--- config.mk ---
export PLATFORM = sky130hd
export DESIGN_NAME = pe_ctrl
export DESIGN_NICKNAME = d
export VERILOG_FILES = /design/src/rtl/cnn_pkg.sv /design/src/rtl/pe_ctrl.sv
export SDC_FILE = /design/constraint.sdc
export NUM_CORES = 1
export LEC_CHECK = 0
export ABC_AREA = 1
export CORE_AREA = 4 4 89 91
export CTS_CLUSTER_SIZE = 24
export DETAILED_ROUTE_END_ITERATION = 7
export DIE_AREA = 0 0 93 95
export PLACE_DENSITY = 0.74
export SYNTH_ARGS = -nofsm -noshare
export SYNTH_HDL_FRONTEND = slang
export SYNTH_SLANG_ARGS = --single-unit
--- constraint.sdc ---
create_clock -name clk -period 8.25 [get_ports clk]
set_input_delay 2.0625 -clock clk [delete_from_list [all_inputs] [get_ports clk]]
set_output_delay 2.0625 -clock clk [all_outputs]
set_load 0.02 [all_outputs]
--- src/rtl/cnn_pkg.sv ---
// Shared CNN accelerator definitions: PE controller state
// encoding and default filter geometry.
package cnn_pkg;

  localparam int FILT_LEN_DEF = 16;
  localparam int WORDS_DEF    = 4;

  typedef enum logic [2:0] {
    IDLE,
    CLR,
    LOAD,
    WAITW,
    MAC,
    WRITE,
    NEXT,
    FIN
  } peState_t;

endpackage

--- src/rtl/pe_ctrl.sv ---
// PE controller: loads one filter into the PE buffer, then runs
// one MAC burst plus OFM write per window, num_out times.
module pe_ctrl
  import cnn_pkg::*;
#(
  parameter int FILT_LEN = FILT_LEN_DEF,
  parameter int WORDS    = WORDS_DEF
) (
  input  logic       clk,
  input  logic       rst,
  input  logic       start,
  input  logic [7:0] filt_base,
  input  logic [7:0] num_out,
  input  logic       win_valid,
  output logic       memRdEn,
  output logic [7:0] memAddr,
  output logic       winRst,
  output logic       wEnFilter,
  output logic       readEnmac,
  output logic       addEn,
  output logic [5:0] filterCount,
  output logic [5:0] macCount,
  output logic       wrofm,
  output logic [7:0] ofmaddr,
  output logic       winReq,
  output logic       busy,
  output logic       done
);

  localparam logic [5:0] LastLd  = 6'(WORDS);
  localparam logic [5:0] LastMac = 6'(FILT_LEN - 1);

  peState_t   st, stN;
  logic [5:0] cnt, cntN;
  logic [7:0] baseQ, baseN;
  logic [7:0] numQ, numN;
  logic [7:0] ofmN;
  logic [8:0] outQ, outN;

  logic       rdN, winRstN, wEnN, macN;
  logic       wrN, reqN, busyN, doneN;
  logic [7:0] addrN;
  logic [5:0] fcN, mcN;

  always_comb begin
    stN   = st;
    cntN  = cnt;
    baseN = baseQ;
    numN  = numQ;
    ofmN  = ofmaddr;
    outN  = outQ;
    unique case (st)
      IDLE: begin
        if (start) begin
          stN   = CLR;
          baseN = filt_base;
          numN  = num_out;
          ofmN  = '0;
          outN  = '0;
        end
      end
      CLR: begin
        stN  = LOAD;
        cntN = '0;
      end
      // one extra LOAD cycle absorbs the read latency of the last word
      LOAD: begin
        if (cnt == LastLd) begin
          stN  = (numQ == 8'd0) ? FIN : WAITW;
          cntN = '0;
        end else begin
          cntN = cnt + 6'd1;
        end
      end
      WAITW: begin
        if (win_valid) begin
          stN  = MAC;
          cntN = '0;
        end
      end
      MAC: begin
        if (cnt == LastMac) begin
          stN  = WRITE;
          cntN = '0;
        end else begin
          cntN = cnt + 6'd1;
        end
      end
      WRITE: begin
        stN  = NEXT;
        outN = outQ + 9'd1;
      end
      NEXT: begin
        ofmN = ofmaddr + 8'd1;
        stN  = (outQ == {1'b0, numQ}) ? FIN : WAITW;
      end
      FIN: stN = IDLE;
      default: stN = IDLE;
    endcase
  end

  // outputs decoded from the next state so every strobe is a flop
  always_comb begin
    rdN     = (stN == LOAD) && (cntN < LastLd);
    wEnN    = (stN == LOAD) && (cntN != 6'd0);
    macN    = (stN == MAC);
    winRstN = (stN == CLR);
    wrN     = (stN == WRITE);
    reqN    = (stN == NEXT);
    doneN   = (stN == FIN);
    busyN   = (stN != IDLE);
    addrN   = rdN ? baseN + {2'b00, cntN} : memAddr;
    fcN     = '0;
    mcN     = '0;
    if (wEnN) fcN = cntN - 6'd1;
    if (macN) begin
      fcN = cntN;
      mcN = cntN + 6'd1;
    end
  end

  always_ff @(posedge clk) begin
    if (rst) begin
      st          <= IDLE;
      cnt         <= '0;
      baseQ       <= '0;
      numQ        <= '0;
      outQ        <= '0;
      ofmaddr     <= '0;
      memRdEn     <= 1'b0;
      memAddr     <= '0;
      winRst      <= 1'b0;
      wEnFilter   <= 1'b0;
      readEnmac   <= 1'b0;
      addEn       <= 1'b0;
      filterCount <= '0;
      macCount    <= '0;
      wrofm       <= 1'b0;
      winReq      <= 1'b0;
      busy        <= 1'b0;
      done        <= 1'b0;
    end else begin
      st          <= stN;
      cnt         <= cntN;
      baseQ       <= baseN;
      numQ        <= numN;
      outQ        <= outN;
      ofmaddr     <= ofmN;
      memRdEn     <= rdN;
      memAddr     <= addrN;
      winRst      <= winRstN;
      wEnFilter   <= wEnN;
      readEnmac   <= macN;
      addEn       <= macN;
      filterCount <= fcN;
      macCount    <= mcN;
      wrofm       <= wrN;
      winReq      <= reqN;
      busy        <= busyN;
      done        <= doneN;
    end
  end

endmodule

==> summary.txt, run 1 <==
Setup path
  – FF-to-FF setup slack: between 5 and 6 ns
  – CP endpoint kind: flop
  – Critical path required time: 8.53 ns
  – CP max-delay cell: clkdlybuf4s50_1
  – CP most frequent cell: nand2_1
  – Crit path cell chain: clkdlybuf4s50_1, nand2_1, buf_4, inv_2, or2_2, inv_1, a21oi_1, ha_1, inv_1, nor2_1, o21ai_0, nand2_1, nand2_1, nand2_1, nand2_1, nand2_1, xor2_1, nand2_1, nand2_1, nor2_1
  – Largest stage delay on the critical path: 0.43 ns
  – CP startpoint kind: input pin
  – Worst r2r src: st[1]
  – WS Path Type: in -> reg
  – Worst Path Max Fanout: 29
  – WP data arrival: 4.76 ns
  – CP Launch Point: start

Yosys
  – Synth warn: 0
  – Mapped Cells: ~540
  – Post-Syn Area: 3690 um^2
  – Adder-cell area share of the yosys netlist: 0.0428
  – Synth Area in Simple Gates: 0.340
  – Flops & latches, synth: 70
  – Syn avg cell area: between 6 and 7 um^2
  – Syn Nets: 568
  – Post-synthesis mux area share: 0
  – Xor/xnor cell area share of the yosys netlist: 0.0166
  – Largest family of logic cells by synthesized area: simple AND/OR/NAND/NOR gates
  – Yosys cell types: 36
  – Compound-cell area share of the yosys netlist: 0.118
  – Leading area contributor after synthesis: dfxtp_1
  – Top cells by area, synth: dfxtp_1 38%, nand2_1 13%, inv_1 7.2%, nor2_1 6.9%, a21oi_1 5.2%
  – Seq/Total Area, Yosys: 0.380
  – Yosys top cell area share: 0.380

Hold path
  – Min-delay src: memAddr[1]
  – HP Class: reg -> reg

STA
  – Max_slew headroom: 0.426
  – Hold Vio Cnt, Final: 0
  – Final worst-path cycle share: 0.543
  – Worst-Margin Slew: between 0.8 and 0.9 ns
  – Clk_skew: 0.00858 ns
  – Final setup fails: 0
  – Top achievable clock speed: about 220 MHz
  – RSZ-0062 raised after global routing: false
  – Post-Route Setup TNS: 0 ns
  – Minimum clock period: between 4 and 5 ns
  – Slew Viols, Final: 0

Clock tree
  – CTS tree: yes
  – Skew-Pair Late Insertion Delay: between 0.3 and 0.4 ns
  – Post-CTS Setup Repair Bufs: 0
  – Clock root buffer: clkbuf_8
  – Clock slew at reported path FFs: about 0.070 ns
  – CTS Sinks: 70
  – Clock Tree Buf Depth: 2
  – CTS resizes: 0
  – CTS Buf Count: 9
  – CTS Hold Buffers Added: 0
  – Max H-tree Level: 3

Final layout
  – Multi-input gate area: ~1900 um^2
  – Fin cells: 697
  – Fill cells: about 680
  – Reg area: ~1400 um^2
  – Antenna cell count: 0
  – Share of layout cells above drive strength 1: 0.109
  – Area growth, synth to finish: 23.9%
  – Final #Nets: 625

Floorplanning
  – Chip height: 95 um
  – Initial Util: 0.517
  – Die area: 8840 um^2
  – Row count: 31
  – Core Box Area: between 7000 and 8000 um^2
  – Die X: 93 um
  – Top-level I/O count: 57

Global routing
  – Vias in the first global route: around 3.4k
  – First-pass GRT wire length: 15000 um
  – Initial antenna violation count: 0
  – GRT Overall Usage: 0.213
  – Largest net degree at the start of global routing: 36
  – Total gr overflow: 0

Place
  – DP HPWL: roughly 6500 um
  – Routability Congestion: ~0.9
  – IO buf count: 56
  – Dpl cells: roughly 700

Detailed routing
  – Wire per inst: 12.6 um
  – Number of DRC markers in iteration 0: 208
  – Routed via count: between 3k and 4k
  – ANT nets after route: 0
  – # DRC: 0
  – Via density: ~5.1
  – Post-Route WL: around 8800 um
  – Router iterations before antenna repair: 5

Power and ir drop
  – Leakage power total: roughly 2.0 nW
  – PwrDens: around 190 nW/um^2
  – VDD IR max: around 120 uV

Flow run
  – Max-Cap Viols: 0

Outcome
  – Outcome: complete, no violations
[cells in the mapped netlist]
master,n
a211oi_1,4
nand4_1,11
xor2_1,5
a32oi_1,1
buf_6,3
or2_0,1
nand2_1,124
a21oi_1,38
nand3b_2,1
buf_4,1
clkinv_2,2
nand3_4,1
nand4_2,1
xnor2_1,2
inv_1,71
fa_1,1
nand3_1,26
inv_2,8
o21ai_0,26
nand2_4,2
dfxtp_1,70
o21ai_1,5
nor3_1,6
o21a_1,1
nor2_2,5
a221oi_1,2
nand2_2,11
nor2_1,68
o211ai_1,1
clkbuf_1,8
nand3_2,5
or2_2,7
nor2_4,2
nor4_1,3
o21ai_2,2
ha_1,11
[power breakdown]
part           switching [mW]  leakage [nW]  internal, mW
Clock                   0.128         0.129         0.212
Sequential            0.00910         0.570         0.355
Combinational          0.0913          1.32        0.0600
Total                   0.229          2.02         0.627
[cell usage in the layout (no fill, tap or decap)]
cell type and instances:
nor2_4 2, a211oi_1 4, nand2_2 11, dfxtp_1 70
inv_2 8, clkbuf_8 14, clkdlybuf4s50_1 56, nand4_1 11
nand3b_2 1, or2_0 1, xor2_1 5, nor2_2 5
ha_1 11, fa_1 1, a32oi_1 1, o21a_1 1
bufinv_16 2, nor2_1 68, o21ai_1 5, o21ai_2 2
nand4_2 1, a221oi_1 2, buf_4 2, nand3_1 26
nand3_4 1, a21oi_1 38, o211ai_1 1, nor4_1 3
or2_2 7, nand2_4 2, nand2_1 124, nand3_2 5
inv_1 71, clkinv_2 2, xnor2_1 2, o21ai_0 26
nor3_1 6
[kinds of logic (layout without fill, tap and decap cells)]
logic type / after synthesis / in the layout
AOI/OAI and AO/OA: 80 / 80
xor gates and xnor gates: 7 / 7
adders and majority gates: 12 / 12
buffers and inverters: 93 / 155
DFF: 70 / 70
and+or+nand+nor: 274 / 274
[layer usage]
layer / routed length, um / global-route usage / up-vias / part of all wire
met3: 392 / 0.0367 / 16 / 0.045
met4: 173 / 0.0916 / 0 / 0.020
met1: 4100 / 0.277 / 1617 / 0.47
li1: - / - / 1824 / -
met5: 0 / 0 / - / 0
met2: 4090 / 0.348 / 82 / 0.47
[through the flow]
step | util | area (um^2) | worst slack (ns) | hold WS (ns) | power, mW
after floorplan | - | 3690 | 4.24 | 0.456 | 0.477
after global placement | 0.605 | 4320 | 3.53 | 0.472 | 0.522
after detailed placement | 0.605 | 4320 | 3.44 | 0.474 | 0.523
after CTS | 0.640 | 4570 | 3.77 | 0.486 | 0.863
after global routing | 0.640 | 4570 | 3.45 | 0.514 | 0.899
final | 0.640 | 4570 | 3.77 | 0.485 | 0.856
[flip-flops by register name, summed over array words and instances, names as in the netlist]
signal / cells
outQ: 9
baseQ: 8
memAddr: 8
numQ: 8
ofmaddr: 8
cnt: 6
filterCount: 6
macCount: 6
st: 3
addEn: 1
busy: 1
done: 1
memRdEn: 1
wEnFilter: 1
winReq: 1
winRst: 1
wrofm: 1
[worst max-delay path, delay by kind of cell]
kind / cells / cell delay, ns
buffers and inverters: 5 / 1.04
and+or+nand+nor: 11 / 0.98
adders and majority gates: 1 / 0.33
AOI/OAI and AO/OA: 2 / 0.21
xor gates and xnor gates: 1 / 0.14
[worst paths after layout]
check,to,cells after the start
min reg2reg,memAddr[1],2
min,memAddr[1],2
max,memAddr[6],20
max reg2reg,memAddr[6],22
[layout make-up]
type	instances	area share
multi-input combinational	373	0.418
sequential	70	0.307
timing repair buffer	58	0.126
inverter	81	0.0671
clock buffer	14	0.0422
tap	99	0.0271
clock inverter	2	0.0131
Note: power is estimated with default switching activity, not from simulation.
==> run 2: changes to the inputs <==
Clock period 8.25 ns to 4.4 ns, I/O delays scaled along.
==> run 2 against run 1 <==
Against the previous run:
- combinational power increased by 87%
- non-clock buffer count stayed put
- critical path type unchanged
- final cell count stayed put
- highest routed layer unchanged
==> summary.txt, run 2 (same netlist as run 1, synthesis figures left out) <==
Clock tree
  – Clock Tree Buf Depth: 2 (unchanged)
  – CTS Hold Buffers Added: 0 (unchanged)
  – CTS Sinks: 70 (unchanged)
  – Skew-Pair Late Insertion Delay: 0.34 ns (was 0.35 ns)
  – Post-CTS Setup Repair Bufs: 0 (unchanged)
  – CTS Buf Count: 9 (unchanged)
  – Clock root buffer: clkbuf_8 (unchanged)
  – CTS tree: yes (unchanged)
  – Clock slew at reported path FFs: 0.08 ns (was 0.07 ns)
  – Max H-tree Level: 3 (unchanged)
  – CTS resizes: 0 (unchanged)

STA
  – Slew Viols, Final: 0 (unchanged)
  – Worst-Margin Slew: 0.899 ns (was 0.859 ns)
  – Post-Route Setup TNS: 0 ns (unchanged)
  – RSZ-0062 raised after global routing: false (unchanged)
  – Final worst-path cycle share: 0.780
  – Final setup fails: 0 (unchanged)
  – Minimum clock period: ~3.4 ns
  – Hold Vio Cnt, Final: 0 (unchanged)
  – Top achievable clock speed: 292 MHz
  – Clk_skew: 0.00814 ns (was 0.00858 ns)
  – Max_slew headroom: 0.400 (was 0.426)

Floorplanning
  – Row count: 31 (unchanged)
  – Core Box Area: 7140 um^2 (unchanged)
  – Chip height: 95 um (unchanged)
  – Top-level I/O count: 57 (unchanged)
  – Die X: 93 um (unchanged)
  – Initial Util: 0.517 (unchanged)
  – Die area: 8840 um^2 (unchanged)

Place
  – DP HPWL: 6410 um (was 6490 um)
  – IO buf count: 56 (unchanged)
  – Routability Congestion: 0.898 (was 0.896)

Power and ir drop
  – Internal power: 1.07 mW (was 627 uW)
  – Total power: 1.50 mW (was 856 uW)
  – Leakage power total: 1.99 nW (was 2.02 nW)
  – Logic pwr share: 0.188 (was 0.177)
  – Clock power share: 0.357 (was 0.397)
  – PwrDens: 332 nW/um^2 (was 187 nW/um^2)
  – Psw: 430 uW (was 229 uW)
  – VDD IR max: 205 uV (was 116 uV)
  – Net Sw Frac: 0.287 (was 0.267)
  – Sequential share of power: 0.455 (was 0.426)

Global routing
  – Initial antenna violation count: 0 (unchanged)
  – Vias in the first global route: 3355 (was 3351)
  – Largest net degree at the start of global routing: 36 (unchanged)
  – GRT Overall Usage: 0.209 (was 0.213)
  – First-pass GRT wire length: 14900 um (was 15000 um)
  – Total gr overflow: 0 (unchanged)

Final layout
  – Share of layout cells above drive strength 1: 0.109 (unchanged)
  – Most frequent cells in the layout: 124 x nand2_1, 71 x inv_1, 70 x dfxtp_1, 68 x nor2_1, 56 x clkdlybuf4s50_1 (unchanged)
  – Biggest register: outQ (unchanged)
  – Reg area: 1400 um^2 (unchanged)
  – Fill cells: 663 (was 675)
  – Max reg flops: 9 (unchanged)
  – Multi-input gate area: 1910 um^2 (unchanged)
  – Area growth, synth to finish: 22.7% (was 23.9%)
  – Commonest non-fill, non-tap cell in the layout: nand2_1 (unchanged)
  – Final #Nets: 625 (unchanged)
  – Antenna cell count: 0 (unchanged)

Detailed routing
  – Wire per inst: 12.4 um (was 12.6 um)
  – Router iterations before antenna repair: 4 (was 5)
  – ANT nets after route: 0 (unchanged)
  – # DRC: 0 (unchanged)
  – Routed via count: 3500 (was 3539)
  – Number of DRC markers in iteration 0: 135 (was 208)
  – Post-Route WL: 8650 um (was 8760 um)
  – Via density: 5.02 (was 5.08)

Outcome
  – Outcome: complete, no violations (unchanged)

Setup path
  – CP endpoint kind: flop (unchanged)
  – Largest stage delay on the critical path: 0.51 ns (was 0.43 ns)
  – CP most frequent cell: nand2_1 (unchanged)
  – Worst Path Max Fanout: 17 (was 29)
  – WP data arrival: 3.67 ns (was 4.76 ns)
  – WS Path Type: in -> reg (unchanged)
  – Buf+Inv Stages, Crit Path: 2 (was 5)
  – Crit path cell chain: clkdlybuf4s50_1, nand2_1, inv_2, or2_2, o21ai_0, fa_1, nor2_1, o21ai_0, nand2_1, nand2_1, nand2_1, nand2_1, nand2_1, xor2_1, nand2_1, nand2_1, nor2_1 (was clkdlybuf4s50_1, nand2_1, buf_4, inv_2, or2_2, inv_1, a21oi_1, ha_1, inv_1, nor2_1, o21ai_0, nand2_1, nand2_1, nand2_1, nand2_1, nand2_1, xor2_1, nand2_1, nand2_1, nor2_1)
  – Critical path required time: 4.64 ns (was 8.53 ns)
  – Crit-path leading delay family: simple AND/OR/NAND/NOR gates (was buffers and inverters)
  – CP max-delay cell: clkdlybuf4s50_1 (unchanged)
  – CP startpoint kind: input pin (unchanged)

Hold path
  – HP Class: reg -> reg (unchanged)

Flow run
  – Max-Cap Viols: 0 (unchanged)
[run 2: cell types whose count changed in the layout (fill, tap and decap cells not counted)]
cell,before,now
clkbuf_8,14,11
bufinv_16,2,1
clkinv_2,2,3
clkinvlp_4,0,3
[run 2: power by group through the flow]
stage	combinational (mW)	clock, mW	sequential, mW
after floorplan	0.179	0	0.714
after global placement	0.279	0	0.697
after detailed placement	0.281	0	0.698
after CTS	0.284	0.545	0.683
after global routing	0.319	0.576	0.687
final	0.282	0.536	0.683
[run 2: worst register-to-register path, cell delays in order, from the launching register on]
cell     delay (ns)
dfxtp_1        0.40
inv_1          0.10
ha_1           0.20
nand2_1        0.06
inv_1          0.04
nand3_1        0.13
nand2_1        0.10
nand3_1        0.13
nand2_1        0.15
nor2_1         0.19
inv_1          0.08
fa_1           0.40
nor2_1         0.11
o21ai_0        0.08
nand2_1        0.08
nand2_1        0.07
nand2_1        0.06
nand2_1        0.04
nand2_1        0.06
xor2_1         0.15
nand2_1        0.07
nand2_1        0.08
nor2_1         0.05
[run 2: cell type report]
type                       count  area share
multi-input combinational    373       0.422
clock buffer                  11      0.0335
sequential                    70       0.310
inverter                      81      0.0678
tap                           99      0.0274
timing repair buffer          58       0.127
clock inverter                 5      0.0127
[run 2: stage by stage]
stage               area [um^2]  hold WS, ns  worst slack [ns]  utilization  instances
global route               4520        0.512             0.645        0.634        697
floorplan                  3690        0.456              1.35            -        536
CTS                        4520        0.482             0.956        0.634        697
finish                     4520        0.481             0.970        0.634        697
global placement           4320        0.466             0.706        0.605        681
detailed placement         4320        0.471             0.602        0.605        681
[run 2: final timing paths]
check,cells past startpoint,startpoint,slack (ns),to
worst max-delay path,17,start,0.97,memAddr[6]
worst max register to register,22,cnt[0],1.50,memAddr[6]
worst min register to register,2,ofmaddr[7],0.48,ofmaddr[7]
worst min-delay path,2,ofmaddr[7],0.48,ofmaddr[7]
[run 2: metal layers]
layer,GRT usage,vias to the layer above,part of all wire
li1,-,1812,-
met1,0.273,1556,0.47
met2,0.343,117,0.45
met3,0.0422,15,0.068
met4,0.0757,0,0.016
met5,0,-,0
